## src/rtl/muldiv_issue_ctrl.sv

```systemverilog
// EX-stage sequencer for the RV32M multiply/divide unit: latches one op, drives the
// unit's start/operand handshake, returns the result with a done pulse, handles flush and timeout.
module muldiv_issue_ctrl #(
  parameter int TAG_W   = 5,
  parameter int TIMEOUT = 64
) (
  input  logic             clk,
  input  logic             rst,
  input  logic             valid_i,
  input  logic [31:0]      op_a_i,
  input  logic [31:0]      op_b_i,
  input  logic [2:0]       funct3_i,
  input  logic [TAG_W-1:0] tag_i,
  input  logic             flush_i,
  output logic             busy_o,
  output logic             done_o,
  output logic [31:0]      result_o,
  output logic [TAG_W-1:0] tag_o,
  output logic             err_o,
  output logic             md_start_o,
  output logic [31:0]      md_op_a_o,
  output logic [31:0]      md_op_b_o,
  output logic [2:0]       md_funct3_o,
  input  logic [31:0]      md_result_i,
  input  logic             md_ready_i
);

  typedef enum logic [2:0] {
    IDLE,
    ISSUE,
    WAIT,
    RELEASE,
    ABORT
  } state_t;

  localparam logic [6:0] TO_LAST = 7'(TIMEOUT - 1);

  state_t           state_q;
  state_t           state_d;
  logic             accept;
  logic             capture;
  logic             timeout;
  logic [6:0]       wait_cnt;
  logic [TAG_W-1:0] tag_q;

  // RELEASE also accepts, so a stalled op issues in the done cycle of the previous one
  always_comb begin
    state_d = state_q;
    accept  = 1'b0;
    capture = 1'b0;
    timeout = 1'b0;
    case (state_q)
      IDLE, RELEASE: begin
        if (valid_i && !flush_i) begin
          accept  = 1'b1;
          state_d = ISSUE;
        end else begin
          state_d = IDLE;
        end
      end
      ISSUE: state_d = flush_i ? ABORT : WAIT;
      WAIT: begin
        if (flush_i) begin
          state_d = ABORT;
        end else if (md_ready_i) begin
          capture = 1'b1;
          state_d = RELEASE;
        end else if (wait_cnt == TO_LAST) begin
          timeout = 1'b1;
          state_d = ABORT;
        end
      end
      ABORT:   if (md_ready_i) state_d = IDLE;
      default: state_d = IDLE;
    endcase
  end

  assign busy_o = (state_q != IDLE);

  // Operands stay put until the next accept; the unit decodes its result from them
  always_ff @(posedge clk or posedge rst) begin
    if (rst) begin
      state_q     <= IDLE;
      md_start_o  <= 1'b0;
      done_o      <= 1'b0;
      md_op_a_o   <= '0;
      md_op_b_o   <= '0;
      md_funct3_o <= '0;
      tag_q       <= '0;
      tag_o       <= '0;
      result_o    <= '0;
      err_o       <= 1'b0;
      wait_cnt    <= '0;
    end else begin
      state_q    <= state_d;
      md_start_o <= (state_d == ISSUE) || (state_d == WAIT);
      done_o     <= capture;
      if (accept) begin
        md_op_a_o   <= op_a_i;
        md_op_b_o   <= op_b_i;
        md_funct3_o <= funct3_i;
        tag_q       <= tag_i;
      end
      if (capture) begin
        result_o <= md_result_i;
        tag_o    <= tag_q;
      end
      if (timeout) err_o <= 1'b1;
      if (state_q == ISSUE) begin
        wait_cnt <= '0;
      end else if (state_q == WAIT && wait_cnt != 7'h7f) begin
        wait_cnt <= wait_cnt + 7'd1;
      end
    end
  end

endmodule

```

## config.mk

```make
export PLATFORM = sky130hd
export DESIGN_NAME = muldiv_issue_ctrl
export DESIGN_NICKNAME = d
export VERILOG_FILES = /design/src/rtl/muldiv_issue_ctrl.sv
export SDC_FILE = /design/constraint.sdc
export NUM_CORES = 1
export LEC_CHECK = 0
export CORE_ASPECT_RATIO = 1.75
export CORE_MARGIN = 2
export CORE_UTILIZATION = 45
export CTS_CLUSTER_DIAMETER = 30
export DETAILED_ROUTE_END_ITERATION = 8
export HOLD_SLACK_MARGIN = 0.08
export PLACE_DENSITY_LB_ADDON = 0.25
export SLEW_MARGIN = 20
export SYNTH_ARGS = -nofsm -noshare
export SYNTH_HDL_FRONTEND = slang
export SYNTH_SLANG_ARGS = --single-unit
```

## constraint.sdc

```tcl
create_clock -name clk -period 7.95 [get_ports clk]
set_clock_uncertainty 0.2 [all_clocks]
set_input_delay 1.1925 -clock clk [delete_from_list [all_inputs] [get_ports clk]]
set_output_delay 1.1925 -clock clk [all_outputs]
set_load 0.01 [all_outputs]
```

==> report_table.html <==
<table>
<tr><th>Metric</th><th>Value</th></tr>
<tr><th colspan="2">Die</th></tr>
<tr><td>Area of the placeable core</td><td>roughly 10000 um^2</td></tr>
<tr><td>Number of core rows</td><td>49</td></tr>
<tr><td>Number of primary I/O pins</td><td>approximately 220</td></tr>
<tr><td>DIE HEIGHT</td><td>140 um</td></tr>
<tr><td>Total Die Area</td><td>11500 um^2</td></tr>
<tr><td>Die width</td><td>82.0 um</td></tr>
<tr><td>Initial Util</td><td>a little under half</td></tr>
<tr><th colspan="2">Yosys</th></tr>
<tr><td>Seq cells post-synth</td><td>~120</td></tr>
<tr><td>Net count after synthesis</td><td>around 420</td></tr>
<tr><td>Cell count after synthesis</td><td>around 300</td></tr>
<tr><td>Top flip-flop cell by instance count after synthesis</td><td>sky130_fd_sc_hd__dfrtp_1</td></tr>
<tr><td>Total standard cell area after synthesis</td><td>between 4000 and 5000 um^2</td></tr>
<tr><td>Post-synthesis cell type with the largest combined area</td><td>sky130_fd_sc_hd__dfrtp_1</td></tr>
<tr><td>Dominant cells by area after synthesis</td><td>sky130_fd_sc_hd__dfrtp_1 (64%), sky130_fd_sc_hd__mux2_2 (24%), sky130_fd_sc_hd__mux2_1 (1.6%)</td></tr>
<tr><td>Most frequently used cell type in the post-synthesis netlist</td><td>sky130_fd_sc_hd__dfrtp_1</td></tr>
<tr><td>Synth warnings</td><td>0</td></tr>
<tr><td>Top cell type's share of synthesized area</td><td>63.8%</td></tr>
<tr><td>Most used standard cells in the synthesized netlist</td><td>sky130_fd_sc_hd__dfrtp_1 (122), sky130_fd_sc_hd__mux2_2 (102), sky130_fd_sc_hd__buf_4 (9)</td></tr>
<tr><td>Synth Area per Inst</td><td>between 15 and 20 um^2</td></tr>
<tr><td>EDFF count, synth</td><td>0</td></tr>
<tr><td>Sequential cell area fraction in the yosys report</td><td>~64%</td></tr>
<tr><td>Count of distinct cell types in the synthesized netlist</td><td>38</td></tr>
<tr><td>Post-synthesis async set-or-reset flop share</td><td>100%</td></tr>
<tr><th colspan="2">Detailed routing</th></tr>
<tr><td>Number of remaining DRC errors</td><td>0</td></tr>
<tr><td>Total wire length</td><td>12200 um</td></tr>
<tr><td>DR vias</td><td>3493</td></tr>
<tr><td>Violation count after the first detailed-route iteration</td><td>84</td></tr>
<tr><td>Mean number of vias per cell</td><td>5.21</td></tr>
<tr><td>Number of iterations in the first detailed-routing pass</td><td>4</td></tr>
<tr><td>Antenna viol nets, final</td><td>0</td></tr>
<tr><td>Average wire length per cell after detail routing</td><td>around 18 um</td></tr>
<tr><th colspan="2">Clocking</th></tr>
<tr><td>Buffers inserted by post-CTS timing repair</td><td>0</td></tr>
<tr><td>Number of buffers inserted during clock tree synthesis</td><td>17</td></tr>
<tr><td>Post-CTS clock slew at the launch and capture registers of the worst setup and hold paths</td><td>around 0.060 ns</td></tr>
<tr><td>CTS HTree Levels</td><td>4</td></tr>
<tr><td>Hold-fix buffers, CTS</td><td>0</td></tr>
<tr><td>Cells resized by post-CTS repair</td><td>0</td></tr>
<tr><td>Number of buffers on the longest clock path</td><td>2</td></tr>
<tr><td>Clock Root Buffer</td><td>sky130_fd_sc_hd__clkbuf_16</td></tr>
<tr><td>Clock Latency Late Sink</td><td>0.40 ns</td></tr>
<tr><td>TritonCTS clock tree</td><td>done</td></tr>
<tr><td>Clk sink count</td><td>between 100 and 150</td></tr>
<tr><th colspan="2">Pwr</th></tr>
<tr><td>Leakage dissipation</td><td>between 3 and 4 nW</td></tr>
<tr><td>Total design power</td><td>between 2 and 3 mW</td></tr>
<tr><td>Worst vdd rail ir drop</td><td>between 0.0002 and 0.00025 V</td></tr>
<tr><td>Pwr/cell area</td><td>~380 nW/um^2</td></tr>
<tr><th colspan="2">Cells and area</th></tr>
<tr><td>Signed area change from the synthesized netlist to the final layout</td><td>58.9%</td></tr>
<tr><td>Utilization after layout</td><td>between 70% and 80%</td></tr>
<tr><td>Nets</td><td>between 600 and 700</td></tr>
<tr><td>Ant. Diodes</td><td>0</td></tr>
<tr><td>Fill cell count</td><td>between 600 and 700</td></tr>
<tr><td>Layout cell share with drive strength beyond 1</td><td>approximately 26%</td></tr>
<tr><th colspan="2">Job</th></tr>
<tr><td>Max Cap Violations</td><td>0</td></tr>
<tr><th colspan="2">Global routing</th></tr>
<tr><td>Maximum number of pins on one net before global-route repair</td><td>65</td></tr>
<tr><td>Met1 track demand over resource in global routing</td><td>around 22%</td></tr>
<tr><td>Overall Global Routing Usage</td><td>a little under a quarter</td></tr>
<tr><td>Met3 global-route usage</td><td>approximately 6.6%</td></tr>
<tr><td>Gr ovfl total</td><td>0</td></tr>
<tr><td>Met2 Use GR</td><td>roughly two fifths</td></tr>
<tr><td>First-pass GRT wire length</td><td>19500 um</td></tr>
<tr><td>Gr busiest metal</td><td>met2</td></tr>
<tr><td>Antenna violations before repair</td><td>0</td></tr>
<tr><td>Vias in the first global route</td><td>3787</td></tr>
<tr><th colspan="2">Critical path</th></tr>
<tr><td>Endpoint class of the critical path</td><td>register</td></tr>
<tr><td>Crit-path max FO</td><td>between 50 and 60</td></tr>
<tr><td>Required time of the critical path</td><td>roughly 8.0 ns</td></tr>
<tr><td>Beginning of the worst register-to-register path</td><td>state_q[1]</td></tr>
<tr><td>Crit path DAT</td><td>between 3 and 4 ns</td></tr>
<tr><td>Type of element launching the critical path</td><td>primary input</td></tr>
<tr><td>Kind of critical path</td><td>primary input to register</td></tr>
<tr><td>Worst setup path startpoint</td><td>flush_i</td></tr>
<tr><th colspan="2">Timing</th></tr>
<tr><td>Shortest clock period the worst path allows after layout</td><td>roughly 3.2 ns</td></tr>
<tr><td>Setup total negative slack</td><td>0 ns</td></tr>
<tr><td>Pin slew with the least headroom to its limit</td><td>slightly below 0.8 ns</td></tr>
<tr><td>Hold violation count in the final report</td><td>0</td></tr>
<tr><td>F_max</td><td>311 MHz</td></tr>
<tr><td>Final period util</td><td>40.5%</td></tr>
<tr><td>RSZ-0062 raised after global routing</td><td>no</td></tr>
<tr><td>Final Max Slew Viols</td><td>0</td></tr>
<tr><td>Slew HR</td><td>between 40 and 50%</td></tr>
<tr><td>Setup violations, final</td><td>0</td></tr>
<tr><th colspan="2">Worst hold path</th></tr>
<tr><td>Hold Startpoint</td><td>err_o</td></tr>
<tr><td>Hold crit path type</td><td>register to register</td></tr>
<tr><th colspan="2">Placement</th></tr>
<tr><td>DP Wirelength</td><td>between 8000 and 9000 um</td></tr>
<tr><td>Routability Congestion</td><td>about 0.90</td></tr>
<tr><td>Input/output buffers</td><td>216</td></tr>
<tr><th colspan="2">Status</th></tr>
<tr><td>Run status</td><td>finished clean</td></tr>
</table>
path summary, 6_finish.rpt:
kind | cells past startpoint | end | slack, ns
setup / recovery | 5 | md_op_a_o[28] | 4.73
hold / removal | 1 | err_o | 0.27
setup reg to reg | 4 | md_op_a_o[28] | 5.25
hold reg to reg | 1 | err_o | 0.27
max in group asynchronous | 3 | result_o[27] | 5.20
min in group asynchronous | 2 | md_op_b_o[15] | 1.06
report_power, final:
group | total, mW | internal (mW) | switching [mW]
registers | 1.06 | 0.908 | 0.154
clock network | 0.720 | 0.454 | 0.266
logic | 1.14 | 0.725 | 0.413
worst max-delay path, stage by stage:
cell	delay, ns
sky130_fd_sc_hd__clkdlybuf4s50_1	0.58
sky130_fd_sc_hd__nor2_1	0.12
sky130_fd_sc_hd__o211ai_4	0.26
sky130_fd_sc_hd__buf_4	0.68
sky130_fd_sc_hd__mux2_2	0.42
placed cells by master, fill, tap and decap left out, types with 4 or more instances in the layout:
master / netlist / layout
sky130_fd_sc_hd__nand2_1: 6 / 6
sky130_fd_sc_hd__nor2_1: 4 / 4
sky130_fd_sc_hd__clkbuf_16: 0 / 17
sky130_fd_sc_hd__dfrtp_1: 122 / 122
sky130_fd_sc_hd__mux2_2: 102 / 102
sky130_fd_sc_hd__mux2_1: 7 / 7
sky130_fd_sc_hd__a41oi_1: 4 / 4
sky130_fd_sc_hd__nor3_1: 4 / 4
sky130_fd_sc_hd__clkinvlp_4: 0 / 4
sky130_fd_sc_hd__o21ai_0: 4 / 4
sky130_fd_sc_hd__clkdlybuf4s50_1: 0 / 216
final cells by class:
class | instances | area (um^2) | area share, %
Tap cell | 127 | 159 | 2.09
Multi-Input combinational cell | 166 | 1620 | 21.3
Clock buffer | 22 | 474 | 6.24
Inverter | 4 | 17.5 | 0.230
Timing Repair Buffer | 219 | 2180 | 28.7
Sequential cell | 122 | 3050 | 40.2
Clock inverter | 10 | 92.6 | 1.22
registers in the layout, indices dropped and copies added (netlist names):
signal	flops
md_op_a_o	32
err_o	1
result_o	32
md_start_o	1
state_q	3
wait_cnt	7
done_o	1
tag_o	5
md_op_b_o	32
tag_q	5
md_funct3_o	3
metal layers:
metal	up-vias	routed length, um
met3	28	719
met4	0	465
met2	153	7090
met1	1755	3930
li1	1557	-
met5	-	0
logic make-up after synthesis:
family,count (synthesis),synth area share [%]
and+or+nand+nor,33,4.05
AOI/OAI and AO/OA,21,3.53
muxes,110,25.9
buffers and inverters,19,2.30
DFF,122,63.8
adders and majority gates,2,0.471
per-stage QoR:
| step | setup slack [ns] | instance area, um^2 | hold WS (ns) | cells |
|---|---|---|---|---|
| 2_1_floorplan | 3.31 | 4790 | 0.275 | 307 |
| 3_3_place_gp | 4.36 | 7040 | 0.239 | 638 |
| 3_5_place_dp | 4.31 | 7040 | 0.264 | 638 |
| 4_1_cts | 4.73 | 7600 | 0.277 | 670 |
| 5_1_grt | 4.62 | 7600 | 0.287 | 670 |
| 6_report | 4.73 | 7600 | 0.269 | 670 |
(Power assumes the default switching activity.)
